--- src/rtl/rf_pkg.sv ---
// Shared definitions for the 16x16 register set and its write-back path.
package rf_pkg;

  localparam int DATA_W   = 16;
  localparam int ADDR_W   = 4;
  localparam int NUM_REGS = 16;

  typedef struct packed {
    logic [ADDR_W-1:0] addr;
    logic [DATA_W-1:0] data;
  } wb_entry_t;

  // One-hot select for a register index.
  function automatic logic [NUM_REGS-1:0] onehot16(input logic [ADDR_W-1:0] addr);
    logic [NUM_REGS-1:0] v;
    v       = '0;
    v[addr] = 1'b1;
    return v;
  endfunction

endpackage

--- src/rtl/dec4to16.sv ---
// Combinational 4-to-16 one-hot decoder with enable; all zeros when disabled.
module dec4to16
  import rf_pkg::*;
(
  input  logic                en,
  input  logic [ADDR_W-1:0]   addr,
  output logic [NUM_REGS-1:0] dec
);

  assign dec = en ? onehot16(addr) : '0;

endmodule

--- src/rtl/wb_write_queue.sv ---
// Write-back queue: buffers register writes from execute, drains one per cycle
// into the register set, and offers a forwarding lookup of pending values.
module wb_write_queue #(
  parameter int DEPTH  = 4,
  parameter int DATA_W = 16,
  parameter int ADDR_W = 4
) (
  input  logic                     clk,
  input  logic                     reset,
  input  logic                     inValid,
  output logic                     inReady,
  input  logic [ADDR_W-1:0]        inAddr,
  input  logic [DATA_W-1:0]        inData,
  input  logic                     drainEn,
  output logic                     regWrite,
  output logic [(2**ADDR_W)-1:0]   decOut,
  output logic [DATA_W-1:0]        writeData,
  input  logic [ADDR_W-1:0]        qAddr,
  output logic                     qHit,
  output logic [DATA_W-1:0]        qData,
  output logic [$clog2(DEPTH):0]   count
);

  import rf_pkg::*;

  localparam int PW = $clog2(DEPTH);
  localparam int CW = PW + 1;

  logic [ADDR_W-1:0] addr_mem [DEPTH];
  logic [DATA_W-1:0] data_mem [DEPTH];
  logic [DEPTH-1:0]  valid_mem;
  logic [PW-1:0]     rd_ptr;
  logic [PW-1:0]     wr_ptr;
  logic              push;
  logic              pop;
  logic [PW-1:0]     fwd_idx;

  // A full queue never accepts, even if it pops this cycle; reset blocks both sides
  // so nothing is captured or drained on a reset edge.
  assign inReady   = !reset && (count != CW'(DEPTH));
  assign push      = inValid && inReady;
  assign pop       = !reset && (count != '0) && drainEn;
  assign regWrite  = pop;
  assign writeData = regWrite ? data_mem[rd_ptr] : '0;

  dec4to16 u_dec (
    .en   (regWrite),
    .addr (addr_mem[rd_ptr]),
    .dec  (decOut)
  );

  // Pointer, occupancy and valid-bit bookkeeping.
  always_ff @(posedge clk) begin
    if (reset) begin
      rd_ptr    <= '0;
      wr_ptr    <= '0;
      count     <= '0;
      valid_mem <= '0;
    end else begin
      if (push) begin
        wr_ptr            <= wr_ptr + 1'b1;
        valid_mem[wr_ptr] <= 1'b1;
      end
      if (pop) begin
        rd_ptr            <= rd_ptr + 1'b1;
        valid_mem[rd_ptr] <= 1'b0;
      end
      case ({push, pop})
        2'b10:   count <= count + 1'b1;
        2'b01:   count <= count - 1'b1;
        default: count <= count;
      endcase
    end
  end

  // Entry payload storage; meaningful only where the valid bit is set.
  always_ff @(posedge clk) begin
    if (push) begin
      addr_mem[wr_ptr] <= inAddr;
      data_mem[wr_ptr] <= inData;
    end
  end

  // Forwarding search from head to tail so the youngest match overrides older ones.
  always_comb begin
    qHit    = 1'b0;
    qData   = '0;
    fwd_idx = rd_ptr;
    for (int i = 0; i < DEPTH; i++) begin
      fwd_idx = rd_ptr + PW'(i);
      if (valid_mem[fwd_idx] && (addr_mem[fwd_idx] == qAddr)) begin
        qHit  = 1'b1;
        qData = data_mem[fwd_idx];
      end
    end
  end

endmodule
--- config.mk ---
export PLATFORM = sky130hd
export DESIGN_NAME = wb_write_queue
export DESIGN_NICKNAME = d
export VERILOG_FILES = /design/src/rtl/rf_pkg.sv /design/src/rtl/dec4to16.sv /design/src/rtl/wb_write_queue.sv
export SDC_FILE = /design/constraint.sdc
export NUM_CORES = 1
export LEC_CHECK = 0
export BUFFER_PORTS_ARGS = -buffer_cell sky130_fd_sc_hd__buf_2
export CAP_MARGIN = 10
export CELL_PAD_IN_SITES_DETAIL_PLACEMENT = 0
export CELL_PAD_IN_SITES_GLOBAL_PLACEMENT = 1
export CORE_MARGIN = 2
export CORE_UTILIZATION = 30
export CTS_CLUSTER_SIZE = 40
export DETAILED_ROUTE_END_ITERATION = 10
export GPL_TIMING_DRIVEN = 0
export PLACE_DENSITY_LB_ADDON = 0.1
export SYNTH_ARGS = -nofsm -noshare
export SYNTH_HDL_FRONTEND = slang
export SYNTH_SLANG_ARGS = --single-unit
export TNS_END_PERCENT = 5
--- constraint.sdc ---
create_clock -name clk -period 3.5 [get_ports clk]
set_input_delay 0.175 -clock clk [delete_from_list [all_inputs] [get_ports clk]]
set_output_delay 0.175 -clock clk [all_outputs]
set_load 0.05 [all_outputs]
==> results by group <==
Finish
  • Fin util: 36.5%
  • Final non-filler cell total: 939
  • FF+latch area: 2670 sq um
  • Final Cell Area: 7690 sq um
  • Layout filler cell count: 2096
  • Footprint of the multi-input gates: 3620 sq um
  • Share of cells above drive strength 1: 32.4%
  • Layout area overhead: 18.9%
  • Nets: ~700

Floorplan
  • Number of core rows: 53
  • Io pins: 82
  • Starting Density: 30.7%
  • Die Wd: 151 microns
  • Core Region: 21100 sq um
  • Die footprint: roughly 23000 sq um
  • Die Y: 151 microns

Clock tree
  • Clk sinks: 93
  • H-Tree Depth: 3
  • Hold-fix buffers, CTS: 0
  • Clk buf depth: 2
  • Worst-Skew Late Latency: 0.35 ns
  • Root Buffer: clkbuf_16
  • Clk slew on worst S/H paths: roughly 0.070 ns
  • TritonCTS buffer count: 9
  • CTS tree: built

Synth
  • Synthesized Nets: about 600
  • #FFs+latches synth: 93
  • Synth warnings: 0
  • Syn avg cell area: 11.5 sq um
  • Sequential share of the synthesized area: 41.1%
  • Fraction of registers with async set/reset: 0%
  • Yosys cell types: 48
  • Synth Cell Area: ~6500 sq um
  • Main synth FF type: edfxtp_1
  • Syn Inst Count: 563
  • EDFF count, synth: 80

Run status
  • Status: finished with violations
  • Failing checks: negative setup slack

Setup path
  • Buf+Inv Stages, Crit Path: 5
  • Crit start category: flop
  • Arr. time, crit path: 3.35 ns
  • Req. time, crit path: 3.32 ns
  • Register-to-register setup slack: 0.39 ns
  • CP top delay family: buffers and inverters
  • Crit path kind: reg -> out
  • Crit. End Element: primary output
  • Max FO, Critical Path: 10
  • Slowest CP cell: mux4_2
  • CP dominant cell by count: buf_6
  • Cells along the critical path: inv_2 > ha_4 > buf_6 > mux4_2 > xor2_4 > or2_1 > buf_6 > a21oi_4 > buf_6 > o221ai_1 > a31oi_1 > buf_4
  • Crit path largest cell delay: 0.55 ns

Pwr
  • Clock Power Share: 30.6%
  • NetSw: roughly 0.0011 W
  • Sw Share: 33.0%
  • Combinational power share: 30.1%
  • Leakage: approximately 2.6 nW
  • Power per Cell Area: 421 nW/um^2
  • Internal: 0.00217 W
  • Sequential power share: between 30% and 40%
  • Maximum vdd drop: between 0.0002 and 0.00025 V

STA
  • Tcrit/Tclk final: 101%
  • RSZ-0062 raised after global routing: true
  • Relative slew margins: 32.1%
  • Final setup fails: 1
  • FMAX: 284 MHz
  • Final hold violations: 0
  • Final WS setup: -0.0216 ns
  • Tmin final: 3.52 ns
  • Final Slew Violations: 0
  • Worst Max-Slew Pin Slew: 1.02 ns
  • Final Skew: 0.00716 ns

Placement
  • Placed insts: around 920
  • Placed wire-length estimate: 15.3 mm
  • # port buffers: 79
  • Gpl congestion: 0.820
  • Placed cell area: 7220 sq um

Min path
  • Hold WC Path Type: in -> reg

Job
  • Max_cap viols: 0

Detailed routing
  • DR DRC count: 0
  • Drt total wl: 21.9 mm
  • Drt first-iter violations: slightly below 400
  • WL/cell: 23.3 microns
  • Vias per inst: around 5.5
  • ANT nets after route: 0
  • Via Count: roughly 5200
  • DRT Pass-1 Iters: 7

GRT
  • Largest net degree at the start of global routing: 22
  • Initial antenna violation count: 2
  • Global-route wire length before repair: 32.4 mm
  • Number of global-route vias before repair: roughly 5300
  • Total grt overflow: 0
  • Total track usage: 19.5%
==> worst register-to-register path, stage by stage (launching register included) <==
cell	delay [ns]
dfxtp_1	0.41
o31ai_1	0.21
nor2_2	0.46
clkbuf_1	0.61
ha_1	0.30
inv_1	0.07
fa_1	0.38
xor2_1	0.15
or3_1	0.30
a21oi_1	0.14
==> Yosys cell counts (16+ instances only) <==
library cell   n  area, sq um
edfxtp_1      80         2400
mux2i_1       42          420
mux4_2        42          946
nand2_1       39          146
o21ai_0       33          165
nor2_1        26         97.6
a21oi_1       25          125
clkbuf_1      22         82.6
and2_1        19          119
nand2b_1      17          106
a211oi_1      16          120
mux2_2        16          180
nand3_1       16         80.1
nor2b_1       16          100
xnor2_1       16          140
==> cell type report <==
type                            count  share of cell area (%)
Multi-Input combinational cell    416                    47.0
Sequential cell                    93                    34.7
Timing Repair Buffer               84                    6.16
Tap cell                          275                    4.47
Buffer                             46                    3.40
Clock buffer                       11                    3.02
Clock inverter                      5                   0.780
Inverter                            8                   0.390
Antenna cell                        1                  0.0325
==> sequential cells by signal, summed over array words and instances, names as in the netlist, named ones only <==
register,cells
valid_mem,4
addr_mem,16
wr_ptr,2
data_mem,64
count,3
rd_ptr,2
==> metrics by stage <==
stage	setup TNS (ns)	hold slack [ns]	worst slack (ns)	power [W]
5_1_grt	-1.15	0.0324	-0.160	0.00338
3_3_place_gp	-8.63	0.385	-0.763	0.00222
3_5_place_dp	-8.19	0.389	-0.729	0.00223
2_1_floorplan	0	0.274	0.0519	0.00196
6_report	-0.0216	0.0287	-0.0216	0.00324
4_1_cts	-0.0736	0.0207	-0.0354	0.00324
==> cell usage in the layout, fill, tap and decap left out, drive strengths merged, types with 2 or more instances in the layout <==
cell / instances
dfxtp: 13
o22ai: 2
clkinv: 2
o221ai: 14
a211oi: 16
nor3: 4
and3: 4
a32oi: 2
a311oi: 2
clkbuf: 32
inv: 9
xnor2: 17
and2: 19
nand4: 2
o31ai: 2
edfxtp: 80
or3: 2
o21ai: 33
nand3: 16
nand2: 39
mux2: 16
nor2b: 16
mux2i: 42
or2: 2
a31oi: 15
buf: 109
a21oi: 26
o21a: 4
o211ai: 15
ha: 9
mux4: 42
nand2b: 17
xor2: 6
nor2: 26
==> metal layers <==
metal | track usage [%] | share of wire [%]
met1 | 27.2 | 46
met2 | 30.0 | 45
met3 | 5.42 | 7.0
met4 | 5.28 | 1.4
met5 | 0 | 0
==> power groups by stage <==
stage / clock (W) / sequential, W / combinational [W]
global placement: 0 / 0.00130 / 0.000923
finish: 0.000990 / 0.00127 / 0.000974
CTS: 0.00101 / 0.00127 / 0.000962
global route: 0.00106 / 0.00128 / 0.00105
floorplan: 0 / 0.00130 / 0.000653
detailed placement: 0 / 0.00130 / 0.000933
==> logic make-up (layout without fill, tap and decap cells) <==
kind of cell,count (synthesis),in the layout,share of synthesized area (%)
other,0,1,0
AO/OA/AOI/OAI,134,134,13.6
adder cells (fa/ha/maj),10,10,2.05
XOR/XNOR,23,23,3.23
multiplexers,100,100,23.9
buffers and inverters,54,154,4.27
flip-flops,93,93,41.1
AND/OR/NAND/NOR,149,149,11.8
==> final timing paths <==
check                           depth (start not counted)                    start                   endpoint
worst max-delay path                                   12   rd_ptr[1]$_SDFFE_PP0P_                   qData[6]
worst max register to register                          9    count[0]$_SDFFE_PP0P_      count[2]$_SDFFE_PP0P_
worst min register to register                          1  valid_mem[3]$_SDFF_PP0_    valid_mem[3]$_SDFF_PP0_
worst min-delay path                                    1               inData[13]  data_mem[3][13]$_DFFE_PP_
==> timing repair <==
action                     in CTS  in global routing
setup endpoints to repair      19                 17
setup buffers                   4                  1
resized for setup              34                 19
pin swaps                       3                  5
Note: power is estimated with default switching activity, not from simulation.
